### src/rtl/regfile_sync_rw_if.sv
// Register-file access bus: two registered read ports, one write port, scrub status.
// The master drives addresses, enables and write data; the slave returns read data and init_busy.
interface regfile_sync_rw_if #(
    parameter int unsigned DATA_W = 32,
    parameter int unsigned ADDR_W = 5
);
    logic              rd_en;
    logic [ADDR_W-1:0] ra1;
    logic [ADDR_W-1:0] ra2;
    logic [DATA_W-1:0] rdata1;
    logic [DATA_W-1:0] rdata2;
    logic              we;
    logic [ADDR_W-1:0] wa;
    logic [DATA_W-1:0] wdata;
    logic              init_busy;

    modport master (
        output rd_en, ra1, ra2, we, wa, wdata,
        input  rdata1, rdata2, init_busy
    );

    modport slave (
        input  rd_en, ra1, ra2, we, wa, wdata,
        output rdata1, rdata2, init_busy
    );
endinterface

### src/rtl/regfile_sync_rw.sv
// Two-read/one-write register file with registered reads and a post-reset scrub FSM.
// Define REGFILE_BYPASS_EN for write-first forwarding; otherwise reads return the old contents.
module regfile_sync_rw #(
    parameter int unsigned DATA_W   = 32,
    parameter int unsigned ADDR_W   = 5,
    parameter int unsigned ZERO_REG = 1
) (
    input logic              clk,
    input logic              rst_n,
    regfile_sync_rw_if.slave bus
);
    localparam int unsigned DEPTH = 2 ** ADDR_W;

    typedef enum logic [0:0] {StInit, StRun} state_e;

    state_e            state_q, state_d;
    logic [ADDR_W-1:0] init_ptr_q, init_ptr_d;
    logic              init_busy;

    logic [DATA_W-1:0] rf [DEPTH];
    logic              arr_we;
    logic [ADDR_W-1:0] arr_wa;
    logic [DATA_W-1:0] arr_wd;
    logic              wr_ok;

    logic [DATA_W-1:0] rd1_word, rd2_word;
    logic [DATA_W-1:0] rdata1_q, rdata1_d, rdata2_q, rdata2_d;

    always_ff @(posedge clk) begin
        if (!rst_n) begin
            state_q    <= StInit;
            init_ptr_q <= '0;
        end else begin
            state_q    <= state_d;
            init_ptr_q <= init_ptr_d;
        end
    end

    always_comb begin
        state_d    = state_q;
        init_ptr_d = init_ptr_q;
        unique case (state_q)
            StInit: begin
                init_ptr_d = init_ptr_q + 1'b1;
                if (init_ptr_q == ADDR_W'(DEPTH - 1)) begin
                    state_d = StRun;
                end
            end
            StRun: begin
                state_d = StRun;
            end
        endcase
    end

    // A write to the hardwired zero entry is dropped entirely, including its forwarding.
    assign wr_ok = bus.we && !((ZERO_REG != 0) && (bus.wa == '0));

    always_comb begin
        init_busy = 1'b0;
        arr_we    = 1'b0;
        arr_wa    = bus.wa;
        arr_wd    = bus.wdata;
        unique case (state_q)
            StInit: begin
                init_busy = 1'b1;
                arr_we    = 1'b1;
                arr_wa    = init_ptr_q;
                arr_wd    = '0;
            end
            StRun: begin
                arr_we = wr_ok;
            end
        endcase
    end

    // No reset on the array itself so it can map onto RAM; the reset cycle leaves it untouched.
    always_ff @(posedge clk) begin
        if (rst_n && arr_we) begin
            rf[arr_wa] <= arr_wd;
        end
    end

    always_comb begin
        rd1_word = rf[bus.ra1];
        rd2_word = rf[bus.ra2];
`ifdef REGFILE_BYPASS_EN
        if (wr_ok && (bus.wa == bus.ra1)) begin
            rd1_word = bus.wdata;
        end
        if (wr_ok && (bus.wa == bus.ra2)) begin
            rd2_word = bus.wdata;
        end
`endif
        if ((ZERO_REG != 0) && (bus.ra1 == '0)) begin
            rd1_word = '0;
        end
        if ((ZERO_REG != 0) && (bus.ra2 == '0)) begin
            rd2_word = '0;
        end
    end

    always_comb begin
        rdata1_d = rdata1_q;
        rdata2_d = rdata2_q;
        if (bus.rd_en) begin
            if (state_q == StInit) begin
                rdata1_d = '0;
                rdata2_d = '0;
            end else begin
                rdata1_d = rd1_word;
                rdata2_d = rd2_word;
            end
        end
    end

    always_ff @(posedge clk) begin
        if (!rst_n) begin
            rdata1_q <= '0;
            rdata2_q <= '0;
        end else begin
            rdata1_q <= rdata1_d;
            rdata2_q <= rdata2_d;
        end
    end

    assign bus.rdata1    = rdata1_q;
    assign bus.rdata2    = rdata2_q;
    assign bus.init_busy = init_busy;
endmodule
### src/flat_wrapper.sv
// flat-port wrapper written by rule: the top's interface ports become plain ports
module regfile_sync_rw_flat 
#(
    parameter int unsigned DATA_W   = 32,
    parameter int unsigned ADDR_W   = 5,
    parameter int unsigned ZERO_REG = 1
)
  (clk, rst_n, bus_rd_en, bus_ra1, bus_ra2, bus_we, bus_wa, bus_wdata, bus_rdata1, bus_rdata2, bus_init_busy);
  regfile_sync_rw_if #(.DATA_W(DATA_W), .ADDR_W(ADDR_W)) bus_i ();
  input logic clk;
  input logic rst_n;
  input wire logic [$bits(bus_i.rd_en)-1:0] bus_rd_en;
  input wire logic [$bits(bus_i.ra1)-1:0] bus_ra1;
  input wire logic [$bits(bus_i.ra2)-1:0] bus_ra2;
  input wire logic [$bits(bus_i.we)-1:0] bus_we;
  input wire logic [$bits(bus_i.wa)-1:0] bus_wa;
  input wire logic [$bits(bus_i.wdata)-1:0] bus_wdata;
  output wire logic [$bits(bus_i.rdata1)-1:0] bus_rdata1;
  output wire logic [$bits(bus_i.rdata2)-1:0] bus_rdata2;
  output wire logic [$bits(bus_i.init_busy)-1:0] bus_init_busy;
  assign bus_i.rd_en = bus_rd_en;
  assign bus_i.ra1 = bus_ra1;
  assign bus_i.ra2 = bus_ra2;
  assign bus_i.we = bus_we;
  assign bus_i.wa = bus_wa;
  assign bus_i.wdata = bus_wdata;
  assign bus_rdata1 = bus_i.rdata1;
  assign bus_rdata2 = bus_i.rdata2;
  assign bus_init_busy = bus_i.init_busy;
  regfile_sync_rw #(.DATA_W(DATA_W), .ADDR_W(ADDR_W), .ZERO_REG(ZERO_REG)) u_core (.clk(clk), .rst_n(rst_n), .bus(bus_i));
endmodule
### config.mk
export PLATFORM = sky130hd
export DESIGN_NAME = regfile_sync_rw_flat
export DESIGN_NICKNAME = d
export VERILOG_FILES = /design/src/rtl/regfile_sync_rw_if.sv /design/src/rtl/regfile_sync_rw.sv /design/src/flat_wrapper.sv
export SDC_FILE = /design/constraint.sdc
export NUM_CORES = 1
export LEC_CHECK = 0
export ABC_CLOCK_PERIOD_IN_PS = 3120
export BUFFER_PORTS_ARGS = -buffer_cell sky130_fd_sc_hd__clkbuf_2
export CORE_MARGIN = 10
export CORE_UTILIZATION = 31
export CTS_CLUSTER_DIAMETER = 60
export CTS_CLUSTER_SIZE = 30
export DETAILED_ROUTE_END_ITERATION = 16
export GPL_TIMING_DRIVEN = 0
export PLACE_DENSITY = 0.53
export SYNTH_ARGS = -nofsm -noshare
export SYNTH_HDL_FRONTEND = slang
export SYNTH_SLANG_ARGS = --single-unit
export TNS_END_PERCENT = 100
### constraint.sdc
create_clock -name clk -period 3.12 [get_ports clk]
set_input_delay 0.78 -clock clk [delete_from_list [all_inputs] [get_ports clk]]
set_output_delay 0.78 -clock clk [all_outputs]
set_load 0.01 [all_outputs]
======== After elaboration in Yosys (flattened, before gate mapping) ========
Memory sizes are Yosys's and may differ from the RTL's.
Index checks and enable logic that the tools add are counted.
word-level totals
  bits in writable memories ............... 1024
  word-level logic and storage cells ...... 26
  register bits after elaboration ......... 70
  memories ................................ 1
memories
  memory     words  width  rd ports  clocked after memory_dff  write ports  RTL line               source
  u_core.rf  32     32     2         0                         1            regfile_sync_rw.sv:20  logic [DATA_W-1:0] rf [DEPTH];
cells by class
  add/sub/neg operators ................... 1
  muxes and demuxes ....................... 12
  reductions and logical operators ........ 6
  equality and inequality tests ........... 1
  bitwise gates (word level) .............. 1
operators with widths
  cell                                          count
  2-to-1 mux 32 bit                             5
  zero test 5 bit                               3
  adder 5 x 1 -> 5 bit (second input constant)  1
  == test 5 bit (second input constant)         1
  2-to-1 mux 5 bit                              1
  2-to-1 mux 1 bit                              4
  case mux 1 bit (2 select lines)               2
  logical AND 1 bit                             2
  zero test 1 bit                               1
  NOT 1 bit                                     1

======== Depth between registers and ports, before layout ========
Gate-level depths: netlist (run 1).
  depth after elaboration ................. 7
  mapped depth ............................ 9
  mapped depth without buffers ............ 5

======== Worst setup path after synthesis (run 1) ========
Ideal clock, no wire load.
  path kind ............................... in2reg
  from .................................... input rst_n
  to ...................................... memory u_core.rf[10][0], enable pin
  path buffers ............................ 1
  stages .................................. 4
  library setup time ...................... 0.421 ns
  path slack .............................. -0.090 ns
  data required time ...................... 2.699 ns
  data arrival time ....................... 2.789 ns
  path through ............................ buf_2 -> a21boi_0 -> nand3_1 -> nor2_1
between the ends
  longest elaborated chain between the ends .. 3
ends and longest elaborated chain
  item                                    RTL line               source
  start: declaration                      flat_wrapper.sv:11     input logic rst_n;
  logical AND 1 bit                       regfile_sync_rw.sv:78  if (rst_n && arr_we) begin
  2-to-1 mux 1 bit                        regfile_sync_rw.sv:78
  2-to-1 mux 1 bit (implied by the code)  regfile_sync_rw.sv:79  rf[arr_wa] <= arr_wd;
  end: declaration                        regfile_sync_rw.sv:20
No other way between the ends.

======== Worst setup path after layout (run 1) ========
  from .................................... input bus_ra2[3]
  to ...................................... register u_core.rdata2_q[20], in the netlist u_core.bus.rdata2[20]
between the ends
  longest elaborated chain between the ends .. 3
  elaborated cells on any way between the ends .. 4
  classes of those cells .................. mux (2); reduce/logical (1); memory (1)
ends and longest elaborated chain
  item                                                     RTL line                source
  start: declaration                                       flat_wrapper.sv:14      input wire logic [$bits(bus_i.ra2)-1:0] bus_ra2;
  memory (32 x 32 bit) or zero test 5 bit (tied branches)  n/a
  2-to-1 mux 32 bit *                                      regfile_sync_rw.sv:97   if ((ZERO_REG != 0) && (bus.ra2 == '0)) begin
  2-to-1 mux 32 bit *                                      regfile_sync_rw.sv:106  if (state_q == StInit) begin
  end signal: assignment                                   regfile_sync_rw.sv:122  rdata2_q <= rdata2_d;
  end: declaration                                         regfile_sync_rw.sv:27   logic [DATA_W-1:0] rdata1_q, rdata1_d, rdata2_q, rdata2_d;
Every way passes the cells marked *; elsewhere a longest branch is shown, timed or not.
A chain may end at the register's enable or synchronous reset.

==> flow_summary.toml, run 1 <==
[finish]
final_common_cell = "edfxtp_1"
fill_cells = 15097
nets = 3079
post-route-util = 0.3599
drive_above_1_share = 0.3466
layout_common_cells = "1024 x edfxtp_1, 396 x mux4_2, 177 x mux2i_1"
final_cells = 5253
syn_to_final_growth_pct = 15.16

[sta]
setup_viol = 5
min_period_over_period = 1.043
max_freq_mhz = 307.4
rsz0062_at_grt = "no"
final_critical_path_setup_slack_ps = -132.9
slew_headroom = -0.03768
fin_worst_skew_ps = 36.06
worst_pin_slew_ps = 1557
layout_min_cycle_time_ps = 3253
final_hold_viol_count = 0
fin_setup_tns_ps = -226.8
report.final.slew_viol_count = 11

[synthesis]
ys_seq_area_frac = 0.6400
async_flop_share = 0
ys_ff_latch = 1094
mappedNetlistNets = 2800
syn_area_mm2 = 0.05024
netlist.area_leader.share = 0.6121
synth-edff-count = 1024
yosysTopAreaCell = "edfxtp_1"
synth_cells = 2747
avgSynthCellArea_um2 = 18.29
synth_flop_cell = "edfxtp_1"
yosys-top-cells-area = "edfxtp_1 61%, mux4_2 18%, mux2i_1 3.5%, dfxtp_1 2.8%, mux2_2 2.0%"
post_synth_num_cell_types = 64
synth_warnings = 0

[floorplanning]
std_cell_rows = 147
core_mm2 = 0.1608
dieArea_mm2 = 0.1786
start_util = 0.3125
ioPinCount = 116
die-width_um = 422.6
chipHeight_um = 422.6

[status]
violations = "max-capacitance violations, max-slew violations, negative setup slack"
outcome = "finished, violations left"

[grt]
antenna_found_initial = 16
grt_max_degree = 33
grt-ovfl-total = 0
grt_pass1_vias = 30374
grt_use_total = 0.2187
grt_pass1_wl_um = 269000

[clock_tree]
htree_levels = 3
worstSkewPairLatency_ps = 720
cts_tree = "built"
cts_buffers = 75
cts_root_buffer = "clkbuf_16"
cts_num_sinks = 1094
cts_buffer_depth = 3
holdBufCountCts = 0
path_clk_slew_ps = 90

[setup_path]
cp_slowest_stage_delay_ps = 1030
arrival_ps = 3800
critical_path.max_fanout = 10
cp_common_cell = "clkbuf_1"
path_cells = "clkbuf_2 > buf_2 > and3b_1 > clkbuf_1 > clkbuf_1 > a222oi_1 > nor4bb_1 > a311oi_1"
crit_slowest_cell = "nor4bb_1"
critPathLaunchType = "input pin"
critPathBufInv = 4
worstSetupPathType = "in -> reg"
critical-path-top-delay-family = "simple AND/OR/NAND/NOR gates"
end_kind = "flip-flop"
cp.required_ps = 3670

[power]
power_density_mw_per_mm2 = 503.4
max-vdd-ir-drop_mv = 0.3816
total_power_uw = 29130
p_leak_uw = 0.01917

[drt]
avgRoutedWirePerCell_um = 38.54
vias = 31231
viasPerCell = 5.945
ant_nets = 0
drc_errors = 0
drt_iter0_markers = 5038
drt-total-wl_um = 202500
dr.pass1.iters = 6

[worst_hold_path]
hold_class = "reg -> reg"

[place]
place.gp.congestion = 0.9172
placedCellCount = 5052
dp_worst_setup_slack_ps = -838.1
io_buffers = 111
dp_hpwl_um = 142800

[run]
maxCapViolCount = 1
## metal layers
layer / track usage / wire length [um] / up-vias
li1: - / - / 12199
met1: 0.2743 / 74080 / 16671
met2: 0.3528 / 95550 / 1981
met3: 0.04618 / 20510 / 378
met4: 0.1186 / 12330 / 2
met5: 0 / 13 / -
## flip-flops by register name (all words and copies together) (netlist names)
register           cells
u_core.rf           1024
u_core.bus.rdata1     32
u_core.init_ptr_q      5
u_core.bus.rdata2     32
u_core.state_q         1
## metrics by stage
step	area, um2	hold WS [ps]
floorplan	50240	493.7
global placement	53500	481.9
detailed placement	54460	483.3
CTS	57700	485.8
global route	57840	515.2
finish	57850	495.6
## repair_timing
action,in CTS,in global routing
pin swaps,21,5
setup endpoints to repair,1698,596
buffers inserted,45,12
resized for setup,32,17
## where the power goes
group / internal (uW) / leakage [uW] / total, uW / switching [uW]
combinational: 772 / 0.00725 / 2240 / 1470
clock: 5130 / 0.00126 / 11000 / 5850
sequential: 15900 / 0.0107 / 15900 / 37.3
## cell usage after synthesis, types with 31 or more instances
master / n
mux4_2: 396
a222oi_1: 31
nand2_1: 105
inv_1: 35
edfxtp_1: 1024
buf_4: 41
clkbuf_1: 64
o22ai_1: 118
or3_1: 35
mux2i_1: 177
buf_2: 63
nor2_1: 45
and2_1: 35
a21oi_1: 39
mux2_2: 91
dfxtp_1: 70
buf_6: 31
## area by class of cell
class,instances,area (um2),share of cell area
Sequential cell,1094,32150,0.5557
Multi-Input combinational cell,1402,16920,0.2924
Antenna cell,6,15.01,0.0002595
Clock inverter,52,571.8,0.009884
Clock buffer,86,2022,0.03495
Tap cell,2160,2703,0.04672
Inverter,35,131.4,0.002271
Buffer,216,1368,0.02364
Timing Repair Buffer,202,1972,0.03409
## path summary, 6_finish.rpt
kind	startpoint	endpoint	slack, ps	cells past startpoint
hold reg to reg	u_core.bus.rdata1[16]	u_core.bus.rdata1[16]	500	2
hold / removal	u_core.bus.rdata1[16]	u_core.bus.rdata1[16]	500	2
setup reg to reg	u_core.state_q	u_core.rf[25][20]	120	4
setup / recovery	bus_ra2[3]	u_core.bus.rdata2[20]	-130	8
## worst min-delay path: stages, from the launching register on
cell	delay [ps]
dfxtp_1	330
nand2_1	50
nand4_1	60
## kinds of logic after synthesis
kind of cell	synth area share
fa+ha+maj	0.0004980
xor+xnor	0.0001744
buf+inv	0.02919
simple gates	0.03990
mux	0.2388
flops	0.6400
compound gates	0.05146
(Power assumes the default switching activity.)
==> run 2: changes to the inputs <==
--- a/config.mk
+++ b/config.mk
@@ -9,6 +9,7 @@
 export BUFFER_PORTS_ARGS = -buffer_cell sky130_fd_sc_hd__clkbuf_2
 export CORE_MARGIN = 10
 export CORE_UTILIZATION = 31
+export CTS_BUF_LIST = sky130_fd_sc_hd__clkbuf_4
 export CTS_CLUSTER_DIAMETER = 60
 export CTS_CLUSTER_SIZE = 30
 export DETAILED_ROUTE_END_ITERATION = 16
==> run 2 against run 1 <==
  * The flow still finishes with violations (max-capacitance violations, max-slew violations, negative setup slack)
  * Die area is the same
  * Sequential share of layout area increased by 1.3 points
  * Worst setup slack improved by 87 ps
  * Utilization is 0.85 points lower
  * Combinational power about the same
  * Clock skew rose by 70 ps
  * Wire length down 0.49%
  * Cell area down 2.4%
  * Critical endpoint is now u_core.rf[23][17]
==> flow_summary.toml, run 2 (synthesis results as in run 1) <==
[status]
outcome = "finished, violations left"
violations = "max-capacitance violations, max-slew violations, negative setup slack"

[setup_path]
r2r_start = "u_core.state_q"
worstSetupPathType = "reg -> reg"
r2r_slack_ps = -50
critical_path.max_fanout = 32
crit_slowest_cell = "and2_2"
r2r-end = "u_core.rf[23][17]"
path_cells = "buf_1 > clkbuf_2 > clkbuf_1 > and2_2"
critPathLaunchType = "flip-flop"
rr_worst_depth = 4
arrival_ps = 3950
critPathBufInv = 3
critical-path-top-delay-family = "buffers and inverters"
startpoint = "u_core.state_q"
cp.required_ps = 3910
cp_slowest_stage_delay_ps = 800
end_kind = "flip-flop"

[drt]
viasPerCell = 5.925
drc_errors = 0
ant_nets = 0
drt-total-wl_um = 201500
avgRoutedWirePerCell_um = 38.32
dr.pass1.iters = 9
vias = 31152
drt_iter0_markers = 4584

[place]
dp_hpwl_um = 142800
place.gp.congestion = 0.9172
placedCellCount = 5052
io_buffers = 111

[finish]
drive_above_1_share = 0.3463
syn_to_final_growth_pct = 12.43
final_cells = 5258
fill_cells = 15265
regMostFlops = "u_core.rf"
final_common_cell = "edfxtp_1"
post-route-util = 0.3514
layout_common_cells = "1024 x edfxtp_1, 396 x mux4_2, 177 x mux2i_1"
nets = 3085
largest_reg_flops = 1024

[sta]
final_hold_viol_count = 0
fin_setup_tns_ps = -1015
min_period_over_period = 1.015
fin_worst_skew_ps = 106.1
max_freq_mhz = 315.9
setup_viol = 56
layout_min_cycle_time_ps = 3166
rsz0062_at_grt = "yes"
worst_pin_slew_ps = 1579
slew_headroom = -0.05270
report.final.slew_viol_count = 23
final_critical_path_setup_slack_ps = -45.53

[power]
p_leak_uw = 0.01857
power_density_mw_per_mm2 = 447.0
max-vdd-ir-drop_mv = 0.2864

[floorplanning]
chipHeight_um = 422.6
ioPinCount = 116
dieArea_mm2 = 0.1786
die-width_um = 422.6
start_util = 0.3125
core_mm2 = 0.1608
std_cell_rows = 147

[worst_hold_path]
min_from = "rst_n"
hold_class = "in -> reg"
hold_path_depth = 3
hold_end = "u_core.init_ptr_q[2]"

[clock_tree]
cts_num_sinks = 1094
cts_tree = "built"
path_clk_slew_ps = 230
cts_buffer_depth = 3
cts_buffers = 75
htree_levels = 3
worstSkewPairLatency_ps = 1150
cts_root_buffer = "clkbuf_4"

[grt]
grt_util_met1 = 0.2702
grt_max_degree = 33
grt_pass1_wl_um = 267700
grt_use_met2 = 0.3517
grt-ovfl-total = 0
use_met3 = 0.04995
grt_use_total = 0.2178
busiest_layer = "met2"
grt_pass1_vias = 30348
antenna_found_initial = 18

[run]
maxCapViolCount = 2
run 2: cell types whose count changed in the layout (fill, tap and decap cells not counted), sizes merged:
cell / before / now
clkdlybuf4s15: 4 / 0
diode: 6 / 5
bufinv: 2 / 3
clkinvlp: 5 / 6
inv: 63 / 62
clkbuf: 262 / 258
clkinv: 17 / 20
buf: 238 / 248
run 2: timing repair:
action | in CTS | in global routing
gates resized for setup | 30 | 6
setup buffers | 47 | 16
pin swaps | 17 | 3
hold buffers | 0 | 0
setup endpoints to repair | 1648 | 378
run 2: layout make-up:
class | instances | area, um2 | share of cell area
buffer | 216 | 1336 | 0.02366
timing repair buffer | 208 | 2042 | 0.03615
sequential | 1094 | 32150 | 0.5692
tap | 2160 | 2703 | 0.04785
multi-input combinational | 1402 | 16910 | 0.2994
antenna | 5 | 12.51 | 0.0002215
clock buffer | 82 | 615.6 | 0.01090
clock inverter | 56 | 578.1 | 0.01023
inverter | 35 | 131.4 | 0.002326
run 2: worst max-delay path by stage:
stage	to	slack (ps)	cells after the start
after floorplan	u_core.rf[10][0]	-90	4
after global placement	u_core.rf[28][16]	-3070	6
after detailed placement	u_core.bus.rdata1[0]	-840	7
after CTS	u_core.rf[26][9]	-60	7
after global routing	u_core.rf[23][17]	-70	4
final	u_core.rf[23][17]	-50	4
run 2: power by group:
| part | internal (uW) | total, uW | switching [uW] |
|---|---|---|---|
| Combinational | 770 | 2230 | 1460 |
| Clock | 1820 | 7100 | 5280 |
| Sequential | 15900 | 15900 | 37.4 |
| Total | 18500 | 25200 | 6770 |
run 2: stage by stage:
stage | area [um2] | hold slack (ps) | power [uW] | setup WS [ps]
floorplan | 50240 | 493.7 | 17450 | -90.32
global placement | 53500 | 481.9 | 18390 | -3069
global route | 56480 | 130.7 | 25860 | -74.27
finish | 56480 | 135.7 | 25250 | -45.53
detailed placement | 54460 | 483.3 | 18420 | -838.1
CTS | 56320 | 28.71 | 25270 | -63.05
run 2: metal layers:
layer	routed length [um]	part of all wire
met3	20330	0.10
met4	12310	0.061
met2	95050	0.47
met1	73750	0.37
met5	43	0.00021
run 2: worst register-to-register path, delay by kind of cell, from the launching register on:
| kind | cells | cell delay, ps |
|---|---|---|
| flip-flops | 1 | 440 |
| buffers and inverters | 3 | 1630 |
| AND/OR/NAND/NOR | 1 | 810 |
